--- src/rtl/snoop_pkg.sv ---
// Shared snoop-bus definitions: bus-op encodings, arbiter state encoding
// and the default memory latency.
package snoop_pkg;

    localparam int MEM_LAT_DEF = 2;

    typedef enum logic [1:0] {
        OP_BUSRD   = 2'b00,
        OP_BUSRDX  = 2'b01,
        OP_BUSUPGR = 2'b10,
        OP_RSVD    = 2'b11
    } bus_op_e;

    typedef enum logic [2:0] {
        ST_IDLE  = 3'd0,
        ST_GRANT = 3'd1,
        ST_SNOOP = 3'd2,
        ST_MEM   = 3'd3,
        ST_FLUSH = 3'd4,
        ST_DONE  = 3'd5
    } arb_state_e;

    // (idx + 1) mod 3 for a 2-bit core index
    function automatic logic [1:0] next_core(input logic [1:0] idx);
        return (idx >= 2'd2) ? 2'd0 : idx + 2'd1;
    endfunction

endpackage

--- src/rtl/rr_pick3.sv ---
// Three-way round-robin picker: first set request at or after ptr wins.
module rr_pick3
    import snoop_pkg::*;
(
    input  logic [2:0] req,
    input  logic [1:0] ptr,
    output logic [2:0] gnt,
    output logic [1:0] idx
);

    logic [1:0] c0, c1, c2;

    assign c0 = (ptr >= 2'd3) ? 2'd0 : ptr;
    assign c1 = next_core(c0);
    assign c2 = next_core(c1);

    // priority scan in rotated order starting at ptr
    always_comb begin
        gnt = 3'b000;
        idx = 2'd0;
        if (req[c0]) begin
            gnt = 3'b001 << c0;
            idx = c0;
        end else if (req[c1]) begin
            gnt = 3'b001 << c1;
            idx = c1;
        end else if (req[c2]) begin
            gnt = 3'b001 << c2;
            idx = c2;
        end
    end

endmodule

--- src/rtl/snoop_bus_arbiter.sv ---
// Snooping bus arbiter for three cores: round-robin grant, one broadcast
// cycle, one snoop cycle, then memory read, cache-to-cache flush or direct
// completion, and a one-cycle Done pulse back to the requester.
//
// state    | meaning
// ---------+-------------------------------------------------------------
// ST_IDLE  | bus free; pick a winner when any Req is set
// ST_GRANT | broadcast cycle, BusValid high
// ST_SNOOP | sample SnoopHit (requester bit masked off), choose path
// ST_MEM   | memory read, MEM_LAT cycles, MemRead on the first only
// ST_FLUSH | owner supplies the line: MemWrite + AbortMem
// ST_DONE  | Done pulse to requester, grant released, ptr advanced
module snoop_bus_arbiter
    import snoop_pkg::*;
#(
    parameter int MEM_LAT = MEM_LAT_DEF
) (
    input  logic       Clock,
    input  logic       Reset,
    input  logic [2:0] Req,
    input  logic [5:0] ReqOp,
    input  logic [5:0] ReqAddr,
    input  logic [2:0] SnoopHit,
    output logic [2:0] Gnt,
    output logic       BusValid,
    output logic [1:0] BusOp,
    output logic [1:0] BusAddr,
    output logic [1:0] BusSrc,
    output logic       MemRead,
    output logic       MemWrite,
    output logic       AbortMem,
    output logic [2:0] Done,
    output logic       Err
);

    localparam logic [2:0] MEM_LAT_C = 3'(MEM_LAT);

    arb_state_e state, state_nxt;
    logic [1:0] ptr;
    logic [2:0] mem_cnt;
    logic [2:0] pick_gnt;
    logic [1:0] pick_idx;
    logic [2:0] hit_masked;
    logic       multi_hit;

    rr_pick3 u_pick (
        .req (Req),
        .ptr (ptr),
        .gnt (pick_gnt),
        .idx (pick_idx)
    );

    // Gnt is the requester's one-hot, so it masks the requester's own hit
    assign hit_masked = SnoopHit & ~Gnt;
    assign multi_hit  = (hit_masked & (hit_masked - 3'd1)) != 3'd0;

    // state register
    always_ff @(posedge Clock or posedge Reset) begin
        if (Reset) state <= ST_IDLE;
        else       state <= state_nxt;
    end

    // next-state decode
    always_comb begin
        state_nxt = state;
        case (state)
            ST_IDLE:  if (|Req) state_nxt = ST_GRANT;
            ST_GRANT: state_nxt = ST_SNOOP;
            ST_SNOOP: begin
                if (BusOp == OP_BUSUPGR || BusOp == OP_RSVD) state_nxt = ST_DONE;
                else if (|hit_masked)                        state_nxt = ST_FLUSH;
                else                                         state_nxt = ST_MEM;
            end
            ST_MEM:   if (mem_cnt == 3'd1) state_nxt = ST_DONE;
            ST_FLUSH: state_nxt = ST_DONE;
            ST_DONE:  state_nxt = ST_IDLE;
            default:  state_nxt = ST_IDLE;
        endcase
    end

    // transaction latch, grant, round-robin pointer, latency timer, error flag
    always_ff @(posedge Clock or posedge Reset) begin
        if (Reset) begin
            Gnt     <= 3'b000;
            BusOp   <= 2'b00;
            BusAddr <= 2'b00;
            BusSrc  <= 2'd0;
            ptr     <= 2'd0;
            mem_cnt <= 3'd0;
            Err     <= 1'b0;
        end else begin
            case (state)
                ST_IDLE: begin
                    if (|Req) begin
                        Gnt     <= pick_gnt;
                        BusSrc  <= pick_idx;
                        BusOp   <= ReqOp[{pick_idx, 1'b0} +: 2];
                        BusAddr <= ReqAddr[{pick_idx, 1'b0} +: 2];
                    end
                end
                ST_SNOOP: begin
                    mem_cnt <= MEM_LAT_C;
                    if (BusOp == OP_RSVD || multi_hit) Err <= 1'b1;
                end
                ST_MEM:  mem_cnt <= mem_cnt - 3'd1;
                ST_DONE: begin
                    Gnt <= 3'b000;
                    ptr <= next_core(BusSrc);
                end
                default: ;
            endcase
        end
    end

    // strobes decoded from state and the latency timer only
    always_comb begin
        BusValid = (state == ST_GRANT);
        MemRead  = (state == ST_MEM) && (mem_cnt == MEM_LAT_C);
        MemWrite = (state == ST_FLUSH);
        AbortMem = (state == ST_FLUSH);
        Done     = (state == ST_DONE) ? (3'b001 << BusSrc) : 3'b000;
    end

endmodule

--- config.mk ---
export PLATFORM = sky130hd
export DESIGN_NAME = snoop_bus_arbiter
export DESIGN_NICKNAME = d
export VERILOG_FILES = /design/src/rtl/snoop_pkg.sv /design/src/rtl/rr_pick3.sv /design/src/rtl/snoop_bus_arbiter.sv
export SDC_FILE = /design/constraint.sdc
export NUM_CORES = 1
export LEC_CHECK = 0
export CAP_MARGIN = 20
export CORE_MARGIN = 1.5
export CORE_UTILIZATION = 47
export DETAILED_ROUTE_END_ITERATION = 16
export GPL_ROUTABILITY_DRIVEN = 0
export PLACE_DENSITY_LB_ADDON = 0.12
export SYNTH_ARGS = -nofsm -noshare
export SYNTH_HDL_FRONTEND = slang
export SYNTH_HIERARCHICAL = 1
export SYNTH_SLANG_ARGS = --single-unit
--- constraint.sdc ---
create_clock -name Clock -period 2.5 [get_ports Clock]
set_input_delay 0.5 -clock Clock [delete_from_list [all_inputs] [get_ports Clock]]
set_output_delay 0.5 -clock Clock [all_outputs]
set_load 0.02 [all_outputs]
# Word-level counts from Yosys, hierarchy flattened
# Index checks and enable logic that the tools add are counted.
# totals
word_cells	78
reg_bits	18
# op_classes
mux	25
n_eq_ne	11
magnitude_cmp	7
reduce_logical	13
add_sub_neg	5
n_shift	6
bitwise_logic	3
# op_table
operator	count
$mux W3	9
$pmux W3 S5	1
$mux W2	7
$pmux W3 S2	2
$shiftx A6 B4 Y2	2
$shl A1 B2 Y3 const A	4
$eq A3 B2 Y1 const B	3
$lt A2 B3 Y1 const B	3
$ge A2 B2 Y1 const B	4
$reduce_and A2 Y1	4
$add A2 B1 Y2 const B	3
$and A3 B3 Y3	2
$bmux W1 S2	3
$eq A3 B1 Y1 const B	2
$eq A3 B3 Y1 const B	2
$reduce_or A3 Y1	2
$sub A3 B1 Y3 const B	2
$eq A2 B2 Y1 const B	2
$ne A2 B2 Y1 const B	2
$reduce_bool A2 Y1	2
$logic_not A3 Y1	1
$mux W1	3
$not A3 Y3	1
$reduce_bool A3 Y1	1
2 further kinds	3

# Logic depth before layout (Yosys ltp)
# Gate-level depths: netlist of the first run.
# logic_depth
word_depth	13
depth_mapped	12

# By module
# The synthesis of the first run kept the hierarchy.
# by_module_without_submodules
module	area_each_um2	cells_per_inst	instances
snoop_bus_arbiter	998.5	102	1
rr_pick3	246.5	35	1

# Worst setup path after synthesis of the first run
# OpenSTA, ideal clock, no wires.
# synth_timing
path_type	flip-flop to flip-flop
startpoint	register ptr[0]
endpoint	register BusOp[0]
n_path_buf	2
t_arrival_ns	2.021
slack_ns	0.353
setup_time_ns	0.126
path_stages_with_launch	13
path_cell_list	dfrtp_1 inv_1 ha_1 a21boi_0 a31oi_1 o21ai_0 and2_1 buf_4 clkbuf_1 mux2i_1 nor2_1 a21oi_1 o21ai_0
# synth_via
elab_chain_cells	12
elab_cells_between_ends	18
# synth_rtl
item	line_no	text
start: declaration	snoop_bus_arbiter.sv:39	logic [1:0] ptr;
start signal: assignment	snoop_bus_arbiter.sv:108	ptr <= next_core(BusSrc);
$ge A2 B2 Y1	rr_pick3.sv:13	assign c0 = (ptr >= 2'd3) ? 2'd0 : ptr;
$mux W2 *	rr_pick3.sv:13	
$add A2 B1 Y2 or $ge A2 B2 Y1 (tied branches)	snoop_pkg.sv:25	return (idx >= 2'd2) ? 2'd0 : idx + 2'd1;
$mux W2	snoop_pkg.sv:25	
$add A2 B1 Y2 or $ge A2 B2 Y1 (tied branches)	snoop_pkg.sv:25	
$mux W2	snoop_pkg.sv:25	
$bmux W1 S2	rr_pick3.sv:27	end else if (req[c2]) begin
$mux W1 (not written as such)	rr_pick3.sv:27	
$mux W2	rr_pick3.sv:27	
$mux W2	rr_pick3.sv:24	end else if (req[c1]) begin
$mux W2 *	rr_pick3.sv:21	if (req[c0]) begin
named net pick_idx[1]	snoop_bus_arbiter.sv:42	logic [1:0] pick_idx;
$shiftx A6 B4 Y2 *	snoop_bus_arbiter.sv:97	BusOp <= ReqOp[{pick_idx, 1'b0} +: 2];
end signal: assignment	snoop_bus_arbiter.sv:97	
end: declaration	snoop_bus_arbiter.sv:26	output logic [1:0] BusOp,
# Mark *: on every way through the listed nets, which the timed path passes. The rest lies on a longest branch. The select of a mux whose other input is x is not followed.
# A chain may end at the register's enable or synchronous reset.

# Worst setup path in the final report of the first run
# layout_timing
startpoint	register state[2]
endpoint	output port Done[0]
# layout_via
elab_chain_cells	2
# layout_rtl
item	line_no	text
start: declaration	snoop_bus_arbiter.sv:38	arb_state_e state, state_nxt;
start signal: assignment	snoop_bus_arbiter.sv:60	else state <= state_nxt;
$eq A3 B3 Y1	snoop_bus_arbiter.sv:121	Done = (state == ST_DONE) ? (3'b001 << BusSrc) : 3'b000;
$mux W3	snoop_bus_arbiter.sv:121	
end: declaration	snoop_bus_arbiter.sv:32	output logic [2:0] Done,
# Every way passes these cells.

==> reports/results.tsv, run 1 <==
stage	metric	value	unit
clock_network	Hold Buf Count CTS	0	
logic_synthesis	complex-gate fraction of the synthesized area	16.4	%
timing	Slew @ Worst Pin	691	ps
worst_setup_path	startpoint types	flip-flop	
route	drt pass-1 iters	4	
floorplan	Rows	18	
cells_and_area	commonest non-fill, non-tap cell in the layout	clkdlybuf4s50_1	
run_status	status	complete, no violations	
global_route	vias in the first global route	1041	
timing	Slew Limit Fails	0	
route	initial DRC count	41	
logic_synthesis	EDFF count, synth	0	
power_and_ir_drop	LEAKAGE	0.746	nW
logic_synthesis	share of synthesized registers carrying an async set or reset	100	%
route	vias post-DR	1109	
worst_setup_path	Crit Path Class	reg2out	
logic_synthesis	Synth Warn #	6	
timing	Hold Fails Final Rpt	0	
clock_network	clock buffer depth	2	
floorplan	number of I/O pins	37	
clock_network	TritonCTS clock tree	yes	
floorplan	core footprint	0.00250	mm^2
placed_design	Detail Placement HPWL	2140	um
logic_synthesis	Synth area leader	dfrtp_1	
worst_setup_path	crit-path cells	nand3b_1 > nor3_1 > clkdlybuf4s50_1	
logic_synthesis	Mapped Area	0.00124	mm^2
flow_run	number of max-cap violations	0	
logic_synthesis	sequential fraction of the synthesis area	36.2	%
clock_network	setup bufs post-CTS	0	
logic_synthesis	Synth Area per Inst	9.09	um^2
cells_and_area	Core Util, Final	65.4	%
timing	total negative setup slack	0	ps
timing	Fin Clk Skew	3.47	ps
logic_synthesis	Post-Syn Instances	137	
worst_setup_path	critical path peak fanout	9	
clock_network	Root Driver	clkbuf_4	
logic_synthesis	Synth Area in Simple Gates	22.2	%
clock_network	Sink Count	18	
min_path	Hold Crit Class	reg2reg	
route	DR WL/cell	13.7	um
timing	worst relative slew slack	53.9	%
logic_synthesis	largest family of logic cells by synthesized area	simple AND/OR/NAND/NOR gates	
timing	Max Fclk	417	MHz
placed_design	number of port buffers	36	
route	DRC viols	0	
floorplan	starting density of the core	49.8	%
cells_and_area	Syn-to-layout area delta	31.3	%
power_and_ir_drop	Peak VDD IR	0.000611	V
logic_synthesis	top_reg_cell synth	dfrtp_1	
global_route	initial antenna violation count	0	
floorplan	Chip Width	54.5	um
worst_setup_path	nature of the critical path endpoint	output pin	
global_route	largest net degree at the start of global routing	19	
floorplan	Die Span Y	54.5	um
timing	Setup violations, final	0	
cells_and_area	Antenna Cells	0	
logic_synthesis	Mapped Nets	164	
floorplan	Die ar.	0.00297	mm^2
placed_design	DP Area	0.00161	mm^2
global_route	first-pass GRT wire length	4340	um
timing	RSZ-0062 raised after global routing	false	
placed_design	placed cells	199	
cells_and_area	commonest non-fill, non-tap cells in the layout	clkdlybuf4s50_1, dfrtp_1, nor2_1, nand2_1, inv_1	
clock_network	clk slew on worst S/H paths	100	ps
cells_and_area	ratio of cells with drive above 1 in the final layout	9.88	%
global_route	All-Layer GR Usage	20.2	%
route	Post-Route WL	2760	um
logic_synthesis	Yosys reg bits	18	
global_route	remaining global-route overflow	0	
logic_synthesis	most area-consuming cells after synthesis	dfrtp_1, ha_1, mux2i_1, nand2_1, nor2_1	
timing	crit share post-route	96.0	%
timing	fin crit period	2400	ps
worst_setup_path	Max stage delay on crit path	670	ps
logic_synthesis	count of cell types in the netlist	36	
power_and_ir_drop	power per cell area	1110	mW/mm^2
logic_synthesis	Post-Synth XOR/XNOR Area	0	%
cells_and_area	fin nets	201	
worst_setup_path	worst path required time	2000	ps
cells_and_area	non-filler cells, final	202	
logic_synthesis	multiplexer area fraction after synthesis	10.4	%
route	DR vias/cell	5.49	
clock_network	htree depth	1	
logic_synthesis	Post-Synth Adder-Cell Area	7.04	%
cells_and_area	Final Cell Area	0.00163	mm^2
route	antenna-violating nets left	0	
logic_synthesis	Synth top area share	36.2	%
clock_network	worst skew pair latency	280	ps
worst_setup_path	worst path arrival time	1900	ps
worst_setup_path	Worst path slowest cell	clkdlybuf4s50_1	
clock_network	CTS buffer count	3	
repair_timing:
action | CTS | global route
setup endpoints to repair | 1 | 3
hold endpoints to repair | 0 | 0
resized for setup | 1 | 2
pin swaps | 0 | 0
metal layers:
layer	routed length, um	global-route usage, %
met3	116	4.10
met5	0	0
met2	1410	35.7
met1	1210	24.7
met4	18	5.83
final cells by class:
type | count | area, um^2
Fill cell | 212 | 866
Inverter | 9 | 33.8
Timing Repair Buffer | 40 | 392
Sequential cell | 18 | 452
Tap cell | 30 | 37.5
Clock buffer | 3 | 22.5
Multi-Input combinational cell | 102 | 697
cell usage after synthesis (all sizes together) (3+ instances only):
library cell,count
nand3b,3
mux2,4
mux2i,8
nor2,12
nor2b,5
nand2,12
buf,6
nand2b,4
nor3b,5
a21oi,6
o21ai,11
inv,9
nor3,5
ha,7
dfrtp,18
worst paths after layout:
check | slack, ps | end | depth (start not counted) | from
worst max-delay path | 100 | Done[0] | 3 | state[2]
min in group asynchronous | 620 | BusOp[1] | 2 | Reset
worst min-delay path | 490 | Err | 2 | Err
worst min register to register | 490 | Err | 2 | Err
max in group asynchronous | 1400 | state[2] | 2 | Reset
worst max register to register | 260 | BusOp[1] | 10 | ptr[0]
power by group:
part / internal (W) / switching, W / leakage [nW]
clock network: 0.0000559 / 0.0000853 / 0.0138
registers: 0.000411 / 0.000103 / 0.221
logic: 0.000550 / 0.000607 / 0.511
state kept, by name, summed over array words and instances, names as in the netlist:
signal   flops
Gnt          3
mem_cnt      3
state        3
BusAddr      2
BusOp        2
BusSrc       2
ptr          2
Err          1
kinds of logic after synthesis:
| kind of cell | count (synthesis) |
|---|---|
| AO/OA/AOI/OAI | 31 |
| adder cells (fa/ha/maj) | 7 |
| buffers and inverters | 17 |
| flip-flops | 18 |
| multiplexers | 12 |
| AND/OR/NAND/NOR | 52 |
critical path: cells and delay by family (launching register included):
kind          cells  cell delay [ps]
buf+inv           1              670
simple gates      2              490
flops             1              450
per-stage QoR:
stage | hold WS [ps] | setup WS (ps) | total power [W]
6_report | 488 | 101 | 0.00181
5_1_grt | 522 | 6.23 | 0.00197
4_1_cts | 484 | 17.1 | 0.00183
3_5_place_dp | 457 | 72.9 | 0.00168
3_3_place_gp | 458 | 93.4 | 0.00164
2_1_floorplan | 439 | 353 | 0.00137
(Power assumes the default switching activity.)
==> run 2: changes to the inputs <==
Settings changed: ABC_AREA set to 1, CELL_PAD_IN_SITES_DETAIL_PLACEMENT set to 1, CELL_PAD_IN_SITES_GLOBAL_PLACEMENT set to 2, CORE_UTILIZATION 47 to 25, MAX_ROUTING_LAYER set to met4.
==> reports/results.tsv, run 2 <==
stage	metric	value	unit	change
clock_network	worst skew pair latency	260	ps	was 280 ps
worst_setup_path	CP top delay family	buffers and inverters		unchanged
power_and_ir_drop	power per cell area	1160	mW/mm^2	was 1110 mW/mm^2
logic_synthesis	count of cell types in the netlist	25		was 36
timing	crit share post-route	92.9	%	was 96.0%
timing	Hold WS	487	ps	was 488 ps
cells_and_area	Antenna Cells	0		unchanged
floorplan	starting density of the core	26.6	%	was 49.8%
timing	Fin Clk Skew	1.28	ps	was 3.47 ps
floorplan	Die ar.	0.00560	mm^2	was 0.00297 mm^2
global_route	first-pass GRT wire length	6000	um	was 4340 um
route	initial DRC count	48		was 41
run_status	status	complete, no violations		unchanged
clock_network	Root Driver	clkbuf_8		was clkbuf_4
logic_synthesis	share of synthesized registers carrying an async set or reset	100	%	unchanged
worst_setup_path	worst path required time	2000	ps	about the same
route	drt pass-1 iters	4		unchanged
cells_and_area	largest registers	Gnt (3), mem_cnt (3), state (3)		unchanged
global_route	initial antenna violation count	0		unchanged
timing	Slew @ Worst Pin	712	ps	was 691 ps
logic_synthesis	commonest cells in the netlist	nand2_1, inv_1, dfrtp_1		was dfrtp_1, nand2_1, nor2_1
logic_synthesis	Post-Syn Instances	187		was 137
worst_setup_path	Max stage delay on crit path	600	ps	was 670 ps
placed_design	number of port buffers	36		unchanged
global_route	GR peak layer	met2		unchanged
global_route	All-Layer GR Usage	14.6	%	was 20.2%
global_route	met1 GRT Util	18.5	%	was 24.7%
route	DRC viols	0		unchanged
clock_network	CTS buffer count	3		unchanged
timing	Setup violations, final	0		unchanged
power_and_ir_drop	Combinational Power Share	63.9	%	was 63.8%
cells_and_area	ratio of cells with drive above 1 in the final layout	8.56	%	was 9.88%
cells_and_area	commonest non-fill, non-tap cells in the layout	nand2_1, clkdlybuf4s50_1, inv_1		was clkdlybuf4s50_1, dfrtp_1, nor2_1, nand2_1, inv_1
global_route	met3 Use GR	3.21	%	was 4.10%
logic_synthesis	Synth area leader	dfrtp_1		unchanged
worst_setup_path	WP buf/inv	3		was 1
logic_synthesis	Synth Area per Inst	6.91	um^2	was 9.09 um^2
placed_design	Setup WS pre-CTS	109	ps	was 72.9 ps
floorplan	Die Span Y	74.9	um	was 54.5 um
cells_and_area	commonest non-fill, non-tap cell in the layout	nand2_1		was clkdlybuf4s50_1
timing	total negative setup slack	0	ps	unchanged
global_route	remaining global-route overflow	0		unchanged
timing	RSZ-0062 raised after global routing	false		unchanged
logic_synthesis	EDFF count, synth	0		unchanged
route	DR vias/cell	4.36		was 5.49
route	Post-Route WL	3580	um	was 2760 um
placed_design	Detail Placement HPWL	2930	um	was 2140 um
power_and_ir_drop	LEAKAGE	0.854	nW	was 0.746 nW
logic_synthesis	sequential fraction of the synthesis area	34.9	%	was 36.2%
cells_and_area	Fillers	623		was 212
power_and_ir_drop	Switching Fraction	50.3	%	was 43.9%
worst_setup_path	Crit Path Class	reg2out		unchanged
global_route	GR Util met2	24.2	%	was 35.7%
route	DR WL/cell	12.4	um	was 13.7 um
global_route	vias in the first global route	1285		was 1041
logic_synthesis	Synth top area share	34.9	%	was 36.2%
power_and_ir_drop	Peak VDD IR	0.000529	V	was 0.000611 V
worst_setup_path	nature of the critical path endpoint	output pin		unchanged
timing	fin crit period	2320	ps	was 2400 ps
route	vias post-DR	1261		was 1109
floorplan	Chip Width	74.9	um	was 54.5 um
power_and_ir_drop	Switch Pwr	0.00102	W	was 0.000795 W
timing	worst relative slew slack	52.5	%	was 53.9%
cells_and_area	Syn-to-layout area delta	34.9	%	was 31.3%
logic_synthesis	most area-consuming cells after synthesis	dfrtp_1, nand2_1, inv_1, ha_1, nor2_1		was dfrtp_1, ha_1, mux2i_1, nand2_1, nor2_1
logic_synthesis	Mapped Area	0.00129	mm^2	was 0.00124 mm^2
timing	post-route worst setup slack	177	ps	was 101 ps
worst_setup_path	startpoint types	flip-flop		unchanged
route	antenna-violating nets left	0		unchanged
logic_synthesis	Mapped Nets	214		was 164
power_and_ir_drop	Cell Int Power	0.00101	W	was 0.00102 W
clock_network	htree depth	1		unchanged
flow_run	number of max-cap violations	0		unchanged
timing	Hold Fails Final Rpt	0		unchanged
clock_network	TritonCTS clock tree	yes		unchanged
clock_network	Sink Count	18		unchanged
clock_network	clk slew on worst S/H paths	70	ps	was 100 ps
floorplan	Rows	25		was 18
logic_synthesis	Yosys reg bits	18		unchanged
floorplan	number of I/O pins	37		unchanged
worst_setup_path	critical path peak fanout	5		was 9
worst_setup_path	crit-path cells	inv_2 > nand2_2 > nor2_4 > inv_1 > nor2_1 > clkdlybuf4s50_1		was nand3b_1 > nor3_1 > clkdlybuf4s50_1
floorplan	core footprint	0.00485	mm^2	was 0.00250 mm^2
worst_setup_path	worst path arrival time	1820	ps	was 1900 ps
logic_synthesis	Synth Warn #	6		unchanged
clock_network	clock buffer depth	2		unchanged
timing	Max Fclk	430	MHz	was 417 MHz
power_and_ir_drop	Clock power frac	10.2	%	was 7.8%
cells_and_area	fin nets	251		was 201
logic_synthesis	top_reg_cell synth	dfrtp_1		unchanged
global_route	largest net degree at the start of global routing	19		unchanged
timing	Slew Limit Fails	0		unchanged
power_and_ir_drop	sequential share of power	25.9	%	was 28.4%
min_path	Hold Crit Class	reg2reg		unchanged
worst_setup_path	Worst path slowest cell	clkdlybuf4s50_1		unchanged
logic_synthesis	count leader, synth	nand2_1		was dfrtp_1
[run 2: power groups by stage]
| stage | Clock, W | Sequential, W | Combinational, W |
|---|---|---|---|
| floorplan | 0 | 0.000569 | 0.000896 |
| CTS | 0.000218 | 0.000528 | 0.00132 |
| detailed placement | 0 | 0.000532 | 0.00131 |
| finish | 0.000207 | 0.000524 | 0.00129 |
| global placement | 0 | 0.000527 | 0.00130 |
| global route | 0.000226 | 0.000544 | 0.00147 |
[run 2: tightest hold or removal path, delay by kind of cell, from the launching register on]
| kind | cells | cell delay (ps) |
|---|---|---|
| flip-flops | 1 | 350 |
| AND/OR/NAND/NOR | 1 | 60 |
| buffers and inverters | 1 | 50 |
[run 2: final cells by class]
cell class / count / area (um^2) / area share (%)
well taps: 67 / 83.8 / 4.81
flip-flops and latches: 18 / 450 / 25.9
multi-input cells: 130 / 676 / 38.8
inverters: 35 / 131 / 7.54
clock buffers: 3 / 41.3 / 2.37
repair buffers: 36 / 359 / 20.6
[run 2: cell families after synthesis]
logic type	count (synthesis)	share of synthesized area, %
buffers and inverters	39	12.8
AND/OR/NAND/NOR	95	32.7
flip-flops	18	34.9
adder cells (fa/ha/maj)	7	6.78
XOR/XNOR	1	0.678
AO/OA/AOI/OAI	27	12.2
[run 2: what timing repair did]
| item | CTS | global route |
|---|---|---|
| endpoints found under the setup margin | 1 | 0 |
| hold buffers | 0 | 0 |
| resized for setup | 1 | 0 |
| hold endpoints to repair | 0 | 0 |
| buffers inserted | 0 | 0 |
[run 2: path summary, 6_finish.rpt]
path / slack (ps) / depth (start not counted) / to / start
setup / recovery: 180 / 6 / MemRead / state[2]
hold / removal: 490 / 2 / Err / Err
setup reg to reg: 280 / 14 / BusOp[1] / ptr[0]
hold reg to reg: 490 / 2 / Err / Err
max in group asynchronous: 1400 / 2 / mem_cnt[1] / Reset
min in group asynchronous: 650 / 2 / Err / Reset
[run 2: per-stage QoR]
stage          utilization, %  power (W)  std cells  area [um^2]
2_1_floorplan               -    0.00146        187         1290
3_3_place_gp             35.1    0.00182        286         1700
3_5_place_dp             35.1    0.00184        286         1700
4_1_cts                  35.9    0.00206        289         1740
5_1_grt                  35.9    0.00224        289         1740
6_report                 35.9    0.00202        289         1740
[run 2: routing by layer]
metal / vias up / routed length, um
li1: 646 / -
met1: 585 / 1690
met2: 27 / 1770
met3: 3 / 111
met4: 0 / 8
met5: - / 0
==> run 3: changes to the inputs <==
Settings changed: CORE_UTILIZATION 25 to 26, CTS_BUF_LIST set to sky130_fd_sc_hd__clkbuf_4 sky130_fd_sc_hd__clkbuf_8.
==> reports/results.tsv, run 3 (synthesis gave the netlist of run 2 again) <==
stage	metric	value	unit	change
worst_setup_path	nature of the critical path endpoint	output pin		unchanged
run_status	status	complete, no violations		unchanged
cells_and_area	Antenna Cells	0		unchanged
timing	Slew Limit Fails	0		unchanged
worst_setup_path	worst path arrival time	1860	ps	was 1820 ps
min_path	Hold Crit Class	reg2reg		unchanged
clock_network	CTS buffer count	3		unchanged
cells_and_area	Syn-to-layout area delta	36.1	%	was 34.9%
floorplan	core footprint	0.00475	mm^2	was 0.00485 mm^2
timing	Hold Fails Final Rpt	0		unchanged
floorplan	Die ar.	0.00540	mm^2	was 0.00560 mm^2
floorplan	number of I/O pins	37		unchanged
floorplan	Rows	25		unchanged
worst_setup_path	startpoint types	flip-flop		unchanged
placed_design	DP Area	0.00170	mm^2	unchanged
worst_setup_path	Crit Path Class	reg2out		unchanged
global_route	remaining global-route overflow	0		unchanged
timing	RSZ-0062 raised after global routing	false		unchanged
global_route	largest net degree at the start of global routing	19		unchanged
worst_setup_path	Worst R2R Setup Slack	270	ps	was 280 ps
cells_and_area	commonest non-fill, non-tap cells in the layout	nand2_1, clkdlybuf4s50_1, inv_1		unchanged
timing	fin crit period	2360	ps	was 2320 ps
route	DR vias/cell	4.36		about the same
route	DR WL/cell	12.2	um	was 12.4 um
floorplan	Chip Width	73.5	um	was 74.9 um
clock_network	Root Driver	clkbuf_8		unchanged
timing	Setup violations, final	0		unchanged
cells_and_area	Final Cell Area	0.00176	mm^2	was 0.00174 mm^2
worst_setup_path	r2r worst-path depth	14		unchanged
timing	Max Fclk	424	MHz	was 430 MHz
worst_setup_path	CP startpoint	state[1]		was state[2]
route	DRC viols	0		unchanged
power_and_ir_drop	LEAKAGE	0.855	nW	was 0.854 nW
route	antenna-violating nets left	0		unchanged
global_route	initial antenna violation count	0		unchanged
clock_network	TritonCTS clock tree	yes		unchanged
floorplan	Die Span Y	73.5	um	was 74.9 um
power_and_ir_drop	Peak VDD IR	0.000415	V	was 0.000529 V
route	drt pass-1 iters	4		unchanged
route	vias post-DR	1263		was 1261
placed_design	Detail Placement HPWL	2980	um	was 2930 um
worst_setup_path	FF-to-FF Start	ptr[0]		unchanged
cells_and_area	ratio of cells with drive above 1 in the final layout	9.42	%	was 8.56%
global_route	first-pass GRT wire length	6040	um	was 6000 um
global_route	All-Layer GR Usage	15.1	%	was 14.6%
global_route	vias in the first global route	1334		was 1285
clock_network	clk slew on worst S/H paths	70	ps	about the same
worst_setup_path	critical path peak fanout	4		was 5
clock_network	htree depth	1		unchanged
cells_and_area	largest registers	Gnt (3), mem_cnt (3), state (3)		unchanged
timing	Fin Clk Skew	2.04	ps	was 1.28 ps
timing	Slew @ Worst Pin	710	ps	was 712 ps
clock_network	worst skew pair latency	250	ps	was 260 ps
timing	crit share post-route	94.4	%	was 92.9%
timing	total negative setup slack	0	ps	unchanged
floorplan	starting density of the core	27.2	%	was 26.6%
cells_and_area	commonest non-fill, non-tap cell in the layout	nand2_1		unchanged
route	Post-Route WL	3540	um	was 3580 um
worst_setup_path	worst path required time	2000	ps	about the same
cells_and_area	fin nets	251		unchanged
min_path	Hold Path Depth	2		unchanged
placed_design	number of port buffers	36		unchanged
clock_network	Sink Count	18		unchanged
clock_network	clock buffer depth	2		unchanged
timing	worst relative slew slack	52.6	%	was 52.5%
worst_setup_path	worst setup path end	Done[2]		was MemRead
route	initial DRC count	18		was 48
power_and_ir_drop	power per cell area	1170	mW/mm^2	was 1160 mW/mm^2
flow_run	number of max-cap violations	0		unchanged
worst_setup_path	worst r2r dst	BusAddr[1]		was BusOp[1]
## run 3: critical path, stage by stage (launching register included)
cell and delay (ps):
dfrtp_1 460, nor3_2 250, inv_1 120, nor3_1 150, clkdlybuf4s50_1 630
## run 3: routing by layer
| metal | GRT usage [%] | routed length (um) | vias up |
|---|---|---|---|
| met5 | - | 0 | - |
| met4 | 3.70 | 27 | 0 |
| met3 | 3.29 | 133 | 2 |
| met1 | 18.1 | 1680 | 589 |
| li1 | - | - | 646 |
| met2 | 25.7 | 1700 | 26 |
## run 3: through the flow
| step | std cells | power, W | setup WS [ps] | hold WS [ps] | utilization [%] |
|---|---|---|---|---|---|
| 6_report | 290 | 0.00206 | 139 | 474 | 37.0 |
| 3_3_place_gp | 286 | 0.00181 | 217 | 452 | 35.8 |
| 2_1_floorplan | 187 | 0.00146 | 591 | 439 | - |
| 3_5_place_dp | 286 | 0.00185 | 127 | 458 | 35.8 |
| 5_1_grt | 290 | 0.00228 | 5.38 | 531 | 37.0 |
| 4_1_cts | 290 | 0.00211 | 82.4 | 481 | 36.9 |
## run 3: worst min-delay path by stage
stage | start | to
finish | Err | Err
global route | BusAddr[1] | BusAddr[1]
CTS | Err | Err
detailed placement | Err | Err
global placement | Err | Err
floorplan | Reset | BusAddr[0]
## run 3: power breakdown
group	total, W	leakage, nW	switching [W]	internal [W]
clock	0.000241	0.0288	0.000101	0.000140
combinational	0.00130	0.604	0.000809	0.000491
sequential	0.000523	0.223	0.000113	0.000411
total	0.00206	0.855	0.00102	0.00104
## run 3: layout make-up
type,count,area [um^2]
fill,616,3000
clock buffer,4,55.1
timing repair buffer,36,360
multi-input combinational,130,676
inverter,35,131
sequential,18,452
tap,67,83.8
## run 3: what timing repair did
| item | 4_1_cts | 5_1_grt |
|---|---|---|
| buffers inserted | 0 | 0 |
| gates resized for setup | 0 | 1 |
| hold endpoints to repair | 0 | 0 |
| setup endpoints to repair | 0 | 2 |
| hold buffers | 0 | 0 |
